[config.mk]
export PLATFORM = sky130hd
export DESIGN_NAME = caxi4interconnect_thread_tracker
export DESIGN_NICKNAME = d
export VERILOG_FILES = /design/src/rtl/caxi4interconnect_thread_tracker.sv
export SDC_FILE = /design/constraint.sdc
export NUM_CORES = 1
export LEC_CHECK = 0
export ABC_CLOCK_PERIOD_IN_PS = 4700
export BUFFER_PORTS_ARGS = -buffer_cell sky130_fd_sc_hd__buf_2
export CORE_ASPECT_RATIO = 1.4
export CORE_MARGIN = 3
export CORE_UTILIZATION = 50
export DETAILED_ROUTE_END_ITERATION = 6
export GPL_TIMING_DRIVEN = 0
export PLACE_DENSITY = 0.7
export SYNTH_ARGS = -nofsm -noshare
export SYNTH_HDL_FRONTEND = slang
export SYNTH_SLANG_ARGS = --single-unit
[constraint.sdc]
create_clock -name sysClk -period 4.7 [get_ports sysClk]
set_clock_uncertainty 0.05 [all_clocks]
set_input_delay 0.705 -clock sysClk [delete_from_list [all_inputs] [get_ports sysClk]]
set_output_delay 0.705 -clock sysClk [all_outputs]
set_load 0.02 [all_outputs]
[src/rtl/caxi4interconnect_thread_tracker.sv]
`default_nettype none
// ============================================================================
// Module   : caxi4interconnect_thread_tracker
// Function : Tracks open AXI transaction threads (ID -> slave, open count).
//            Gates new transactions so that an ID never has transactions
//            open to two slaves at once, bounds per-thread outstanding
//            counts, and flags completions that match no open thread.
// Revision : 1.0 - initial release
// ============================================================================
module caxi4interconnect_thread_tracker #(
  parameter int ID_WIDTH         = 4,
  parameter int NUM_SLAVES_WIDTH = 2,
  parameter int NUM_THREADS      = 4,
  parameter int OPEN_TRANS_WIDTH = 3,
  parameter int OPEN_TRANS_MAX   = 7,
  parameter int ORDER_MODE       = 0
) (
  input  logic                          sysClk,
  input  logic                          sysReset,
  input  logic                          incValid,
  input  logic [ID_WIDTH-1:0]           incID,
  input  logic [NUM_SLAVES_WIDTH-1:0]   incSlaveID,
  output logic                          incReady,
  input  logic                          decValid,
  input  logic [ID_WIDTH-1:0]           decID,
  output logic                          matchValid,
  output logic [OPEN_TRANS_WIDTH-1:0]   matchCount,
  output logic [NUM_SLAVES_WIDTH-1:0]   matchSlaveID,
  output logic [NUM_THREADS-1:0]        activeMask,
  output logic [4:0]                    freeThreads,
  output logic [OPEN_TRANS_WIDTH+3:0]   totalOpen,
  output logic                          idle,
  input  logic                          errClear,
  output logic                          errDec
);

  localparam int                      TOTAL_W = OPEN_TRANS_WIDTH + 4;
  localparam logic [OPEN_TRANS_WIDTH-1:0] CNT_MAX = OPEN_TRANS_WIDTH'(OPEN_TRANS_MAX);
  localparam logic [OPEN_TRANS_WIDTH-1:0] CNT_ONE = OPEN_TRANS_WIDTH'(1);

  // Per-slot registered state, gathered from the slot generate below
  logic [NUM_THREADS-1:0]        active;
  logic [ID_WIDTH-1:0]           tid    [NUM_THREADS];
  logic [NUM_SLAVES_WIDTH-1:0]   tslave [NUM_THREADS];
  logic [OPEN_TRANS_WIDTH-1:0]   tcnt   [NUM_THREADS];

  // Lookup results (all from registered state)
  logic [NUM_THREADS-1:0]        inc_hit_vec;
  logic [NUM_THREADS-1:0]        dec_hit_vec;
  logic [NUM_THREADS-1:0]        free_oh;
  logic                          free_found;
  logic [4:0]                    free_cnt;
  logic [OPEN_TRANS_WIDTH-1:0]   match_cnt;
  logic [NUM_SLAVES_WIDTH-1:0]   match_slave;
  logic                          slave_conflict;
  logic                          inc_hit;
  logic                          dec_hit;
  logic                          accept;
  logic                          dec_ok;
  logic                          ready;

  // ID lookups, lowest free slot, free count and cross-slot slave check
  always_comb begin
    inc_hit_vec    = '0;
    dec_hit_vec    = '0;
    free_oh        = '0;
    free_found     = 1'b0;
    free_cnt       = '0;
    match_cnt      = '0;
    match_slave    = '0;
    slave_conflict = 1'b0;
    for (int i = 0; i < NUM_THREADS; i++) begin
      inc_hit_vec[i] = active[i] && (tid[i] == incID);
      dec_hit_vec[i] = active[i] && (tid[i] == decID);
      if (!active[i]) begin
        free_cnt = free_cnt + 5'd1;
        if (!free_found) begin
          free_oh[i] = 1'b1;
          free_found = 1'b1;
        end
      end
      // At most one slot hits per ID, so OR-ing acts as a mux
      if (inc_hit_vec[i]) begin
        match_cnt   = match_cnt | tcnt[i];
        match_slave = match_slave | tslave[i];
      end
      if (active[i] && (tslave[i] != incSlaveID)) begin
        slave_conflict = 1'b1;
      end
    end
  end

  assign inc_hit = |inc_hit_vec;
  assign dec_hit = |dec_hit_vec;

  // Acceptance: hit extends an existing thread, miss needs a free slot
  always_comb begin
    ready = 1'b0;
    if (inc_hit) begin
      ready = (match_slave == incSlaveID) && (match_cnt < CNT_MAX);
    end else begin
      ready = (free_cnt != 5'd0);
    end
    // Single-slave mode: any open thread to another slave blocks the offer
    if ((ORDER_MODE == 1) && slave_conflict) begin
      ready = 1'b0;
    end
  end

  assign incReady = ready;
  assign accept   = incValid & ready;
  assign dec_ok   = decValid & dec_hit;

  generate
    for (genvar g = 0; g < NUM_THREADS; g++) begin : g_slot
      logic                          slot_active;
      logic [ID_WIDTH-1:0]           slot_id;
      logic [NUM_SLAVES_WIDTH-1:0]   slot_slave;
      logic [OPEN_TRANS_WIDTH-1:0]   slot_cnt;
      logic                          inc_here;
      logic                          alloc_here;
      logic                          dec_here;

      assign inc_here   = accept & inc_hit_vec[g];
      assign alloc_here = accept & ~inc_hit & free_oh[g];
      assign dec_here   = decValid & dec_hit_vec[g];

      // Slot update; a same-slot accept and completion cancel out
      always_ff @(posedge sysClk or posedge sysReset) begin
        if (sysReset) begin
          slot_active <= 1'b0;
          slot_id     <= '0;
          slot_slave  <= '0;
          slot_cnt    <= '0;
        end else if (alloc_here) begin
          slot_active <= 1'b1;
          slot_id     <= incID;
          slot_slave  <= incSlaveID;
          slot_cnt    <= CNT_ONE;
        end else if (inc_here && !dec_here) begin
          slot_cnt <= slot_cnt + CNT_ONE;
        end else if (dec_here && !inc_here) begin
          slot_cnt <= slot_cnt - CNT_ONE;
          if (slot_cnt == CNT_ONE) begin
            slot_active <= 1'b0;
          end
        end
      end

      assign active[g] = slot_active;
      assign tid[g]    = slot_id;
      assign tslave[g] = slot_slave;
      assign tcnt[g]   = slot_cnt;
    end
  endgenerate

  // Running total of open transactions, saturating at both ends
  always_ff @(posedge sysClk or posedge sysReset) begin
    if (sysReset) begin
      totalOpen <= '0;
    end else if (accept && !dec_ok) begin
      if (totalOpen != {TOTAL_W{1'b1}}) begin
        totalOpen <= totalOpen + TOTAL_W'(1);
      end
    end else if (dec_ok && !accept) begin
      if (totalOpen != '0) begin
        totalOpen <= totalOpen - TOTAL_W'(1);
      end
    end
  end

  // Sticky unmatched-completion flag; a new error beats a clear
  always_ff @(posedge sysClk or posedge sysReset) begin
    if (sysReset) begin
      errDec <= 1'b0;
    end else if (decValid && !dec_hit) begin
      errDec <= 1'b1;
    end else if (errClear) begin
      errDec <= 1'b0;
    end
  end

  assign activeMask   = active;
  assign freeThreads  = free_cnt;
  assign idle         = ~|active;
  assign matchValid   = inc_hit;
  assign matchCount   = match_cnt;
  assign matchSlaveID = match_slave;

endmodule
`default_nettype wire
==> qor_table.md <==
| Group | Metric | Reported |
|---|---|---|
| outcome | Result of the run | completed |
| floorplanning | Number of top-level design ports | 40 |
| clock tree | Post-CTS Hold Buffers | 0 |
| place | Sum of net half-perimeters after detailed placement | 6040 µm |
| sta | Peak clock frequency supported by timing | 233 MHz |
| place | Port buffer count | 30 |
| finish | Antenna diode instance count | 0 |
| floorplanning | Core Area | 6740 µm² |
| worst setup path | Reg-to-reg critical path endpoint | totalOpen[5]$_DFFE_PP0P_ |
| worst setup path | Worst-path maximum fanout | 6 |
| clock tree | Clock sinks | 48 |
| logic synthesis | Share of synthesized area spent on multiplexers | 14.1% |
| flow run | Max cap viols | 0 |
| floorplanning | Die width | 77.1 µm |
| logic synthesis | Post-synthesis simple-gate area fraction | 18.7% |
| logic synthesis | Post-synthesis register bit count | 48 |
| worst setup path | Most frequent cell on the critical path | ha_1 |
| logic synthesis | Main combinational cell family by area after synthesis | simple AND/OR/NAND/NOR gates |
| sta | Transition time at the pin with the least slew margin | 0.675 ns |
| worst setup path | Arrival time worst endpoint | 4.45 ns |
| routing | First-pass detailed-route iteration total | 4 |
| worst setup path | Setup crit start kind | flop |
| logic synthesis | Library cell occupying the most area in the post-synthesis netlist | dfrtp_1 |
| logic synthesis | Top cell type's share of synthesized area | 33.9% |
| pwr | Power Internal | 1.60 mW |
| finish | Share of final-layout standard cells stronger than drive strength 1 | 25.8% |
| floorplanning | Initial Utilization | 52.5% |
| logic synthesis | Synthesized area per cell | 10.1 µm² |
| floorplanning | Num rows | 35 |
| finish | Layout net count | 433 |
| worst setup path | Endpoint required time on the critical path | 4.85 ns |
| worst setup path | Cell chain of the critical path | inv_1 -> ha_1 -> xnor2_1 -> ha_1 -> mux2_2 -> or3_1 -> nand2_1 -> o41ai_2 -> and2_1 -> ha_1 -> inv_2 -> ha_1 -> a21o_1 -> a21oi_1 -> o21bai_1 -> a21oi_1 -> xnor2_1 -> mux2_2 |
| logic synthesis | Yosys cell types | 44 |
| worst setup path | Sort of element at the end of the critical path | flop |
| pwr | Areal power density over the cells | 730 nW/µm² |
| routing | Remaining antenna violation count after routing | 0 |
| global routing | Global route overflow | 0 |
| routing | Detailed Route Iter0 Violations | 114 |
| pwr | VDD IR max | 0.606 mV |
| global routing | Number of global-route vias before repair | 2636 |
| logic synthesis | Arithmetic-cell share of the synthesized area counting full adders, half adders and majority gates | 8.70% |
| global routing | Gr usage total | 19.5% |
| pwr | Clock power share | 10.6% |
| global routing | Global-route wire length before repair | 12600 µm |
| global routing | Initial antenna violation count | 0 |
| clock tree | CTS H-tree lvls | 2 |
| worst setup path | Source of the worst register-to-register timing path | g_slot[1].slot_active$_DFFE_PP0P_ |
| floorplanning | Chip Height | 106 µm |
| pwr | Leakage power | 1.85 nW |
| sta | Final Max Slew Viols | 0 |
| pwr | Switching component of the power | 1.30 mW |
| sta | Final hold violation count | 0 |
| place | Post-placement setup slack | 0.0509 ns |
| sta | Minimum clock period after layout | 4.30 ns |
| worst setup path | Cell with the largest stage delay on the worst path | dfrtp_2 |
| logic synthesis | Share of flip-flops with an asynchronous set or reset | 100% |
| clock tree | Clock transition at the registers of the reported paths | 0.09 ns |
| clock tree | Number of buffers on the longest clock path | 2 |
| global routing | Maximum number of pins on one net before global-route repair | 33 |
| worst setup path | Critical path's largest stage delay | 0.43 ns |
| routing | Drt total wl | 7600 µm |
| worst setup path | Delay-heaviest family, CP | adder cells |
| routing | Total DRC errors in the routed layout | 0 |
| worst setup path | Crit path buf inv count | 2 |
| routing | Routed WL per cell | 15.6 µm |
| worst setup path | Stages on the worst setup path | 18 |
| logic synthesis | Number of flops mapped to enable cells by yosys | 0 |
| clock tree | Clock Latency Late Sink | 0.31 ns |
| finish | Layout fillers | 631 |
| pwr | Logic pwr share | 61.1% |
| sta | RSZ-0062 raised after global routing | no |
| logic synthesis | Synth cell count leaders | dfrtp_1, nand2_1, xnor2_1 |
| sta | Max-slew headroom at the worst pin | 54.6% |
| clock tree | Total clock buffers created by CTS | 5 |
| logic synthesis | Syn. warnings | 0 |
| pwr | Switching power share of the total | 44.7% |
| worst setup path | Worst-case register-to-register setup slack | 0.40 ns |
| logic synthesis | Most used DFF post-synth | dfrtp_1 |
| worst setup path | WS Path Type | reg2reg |
| logic synthesis | Cell types occupying the most area after synthesis | dfrtp_1, mux2_2, ha_1 |
| logic synthesis | Synth Instances | 352 |
| routing | Drt via density | 5.39 |
| sta | Worst-case setup margin in the final layout | 0.402 ns |
| clock tree | Clock tree from TritonCTS | done |
| sta | Summed negative setup slack over all endpoints | 0 ns |
| logic synthesis | Summed instance area of the synthesized netlist | 3540 µm² |
| routing | Detailed-route via count | 2627 |
| sta | Ratio of final minimum period to clock period | 91.4% |
| clock tree | CTS root buffer | clkbuf_8 |
| logic synthesis | Most used standard cell by instance count after synthesis | dfrtp_1 |
| floorplanning | Die ar. | 8140 µm² |
| finish | Area growth from synthesis to layout | 12.2% |
| logic synthesis | Part of the Yosys area used for sequential elements | 33.9% |
| min path | Path category of the worst min-delay check | in2async |
| logic synthesis | Synthesized-area fraction occupied by xor and xnor cells | 13.7% |
| sta | Final setup viols | 0 |
| pwr | Seq pwr share | 28.3% |
| logic synthesis | Share of the synthesized area in compound gates (AO/OA/AOI/OAI) | 4.14% |
| worst setup path | Worst reg2reg path depth | 18 |
| worst setup path | Worst setup path startpoint | g_slot[1].slot_active$_DFFE_PP0P_ |
| place | Global placer's final weighted congestion | 0.780 |
## state kept, by name (all words and copies together), names as in the netlist
register / cells
g_slot.slot_cnt: 12
totalOpen: 7
errDec: 1
g_slot.slot_active: 4
g_slot.slot_id: 16
g_slot.slot_slave: 8
## worst max path at each step
stage,to,slack (ns)
global route,totalOpen[5]$_DFFE_PP0P_,0.10
floorplan,totalOpen[6]$_DFFE_PP0P_,0.16
finish,totalOpen[5]$_DFFE_PP0P_,0.40
detailed placement,totalOpen[5]$_DFFE_PP0P_,0.05
global placement,totalOpen[5]$_DFFE_PP0P_,0.10
CTS,totalOpen[5]$_DFFE_PP0P_,0.04
## final cells by class
type                    instances  area (µm²)  area share [%]
multi-input cells             259        2110            53.2
flip-flops and latches         48        1200            30.3
repair buffers                 34         193            4.85
plain buffers                  21         141            3.56
well taps                      92         115            2.90
inverters                      25        93.8            2.36
clock buffers                   5        68.8            1.73
clock inverters                 3        42.5            1.07
## cell families (layout without fill, tap and decap cells)
kind of cell / Yosys count / in the layout
AND/OR/NAND/NOR: 113 / 113
XOR/XNOR: 52 / 52
flip-flops: 48 / 48
multiplexers: 46 / 46
buffers and inverters: 46 / 88
adder cells (fa/ha/maj): 24 / 24
AO/OA/AOI/OAI: 22 / 22
other: 1 / 2
## metrics by stage
step / hold slack [ns] / utilization, % / cell area, µm² / instances / total power, mW
after floorplan: 0.413 / - / 3550 / 353 / 2.18
after global placement: 0.436 / 56.6 / 3820 / 475 / 2.52
after detailed placement: 0.443 / 56.9 / 3840 / 476 / 2.60
after CTS: 0.333 / 58.5 / 3950 / 484 / 2.90
after global routing: 0.341 / 58.9 / 3970 / 487 / 3.17
final: 0.323 / 58.9 / 3970 / 487 / 2.90
## worst reg2reg max path: cells and delay by family (launching register included)
family	cells	cell delay [ns]
AND/OR/NAND/NOR	3	0.74
flip-flops	1	0.43
XOR/XNOR	2	0.33
AO/OA/AOI/OAI	5	0.73
multiplexers	2	0.53
buffers and inverters	2	0.30
adder cells (fa/ha/maj)	4	1.07
## layer usage
| layer | routed length [µm] | track usage [%] | part of all wire (%) |
|---|---|---|---|
| met1 | 3090 | 22.6 | 41 |
| met2 | 4120 | 36.3 | 54 |
| met3 | 246 | 2.91 | 3.2 |
| met4 | 148 | 6.74 | 1.9 |
| met5 | 0 | 0 | 0 |
## cell usage in the layout, fill, tap and decap left out, types with 6 or more instances in the layout
cell / Yosys / layout
mux2_2: 26 / 26
buf_4: 8 / 11
nor4_1: 6 / 6
xnor2_1: 31 / 31
nor3_1: 7 / 7
dfrtp_1: 48 / 46
nand4_1: 22 / 22
mux2i_1: 15 / 15
buf_2: 2 / 32
inv_1: 24 / 22
clkbuf_1: 7 / 7
a21oi_1: 7 / 7
xor2_1: 17 / 17
ha_1: 23 / 23
nand2_1: 39 / 39
## power by group through the flow
stage	combinational, mW	clock [mW]	sequential (mW)
finish	1.77	0.307	0.821
global route	1.98	0.330	0.854
CTS	1.76	0.313	0.836
detailed placement	1.75	0	0.845
global placement	1.69	0	0.829
floorplan	1.35	0	0.828
## what timing repair did
action                     CTS  global route
setup buffers                0             3
setup endpoints to repair    0             2
resized for setup            0             3
(Power assumes the default switching activity.)
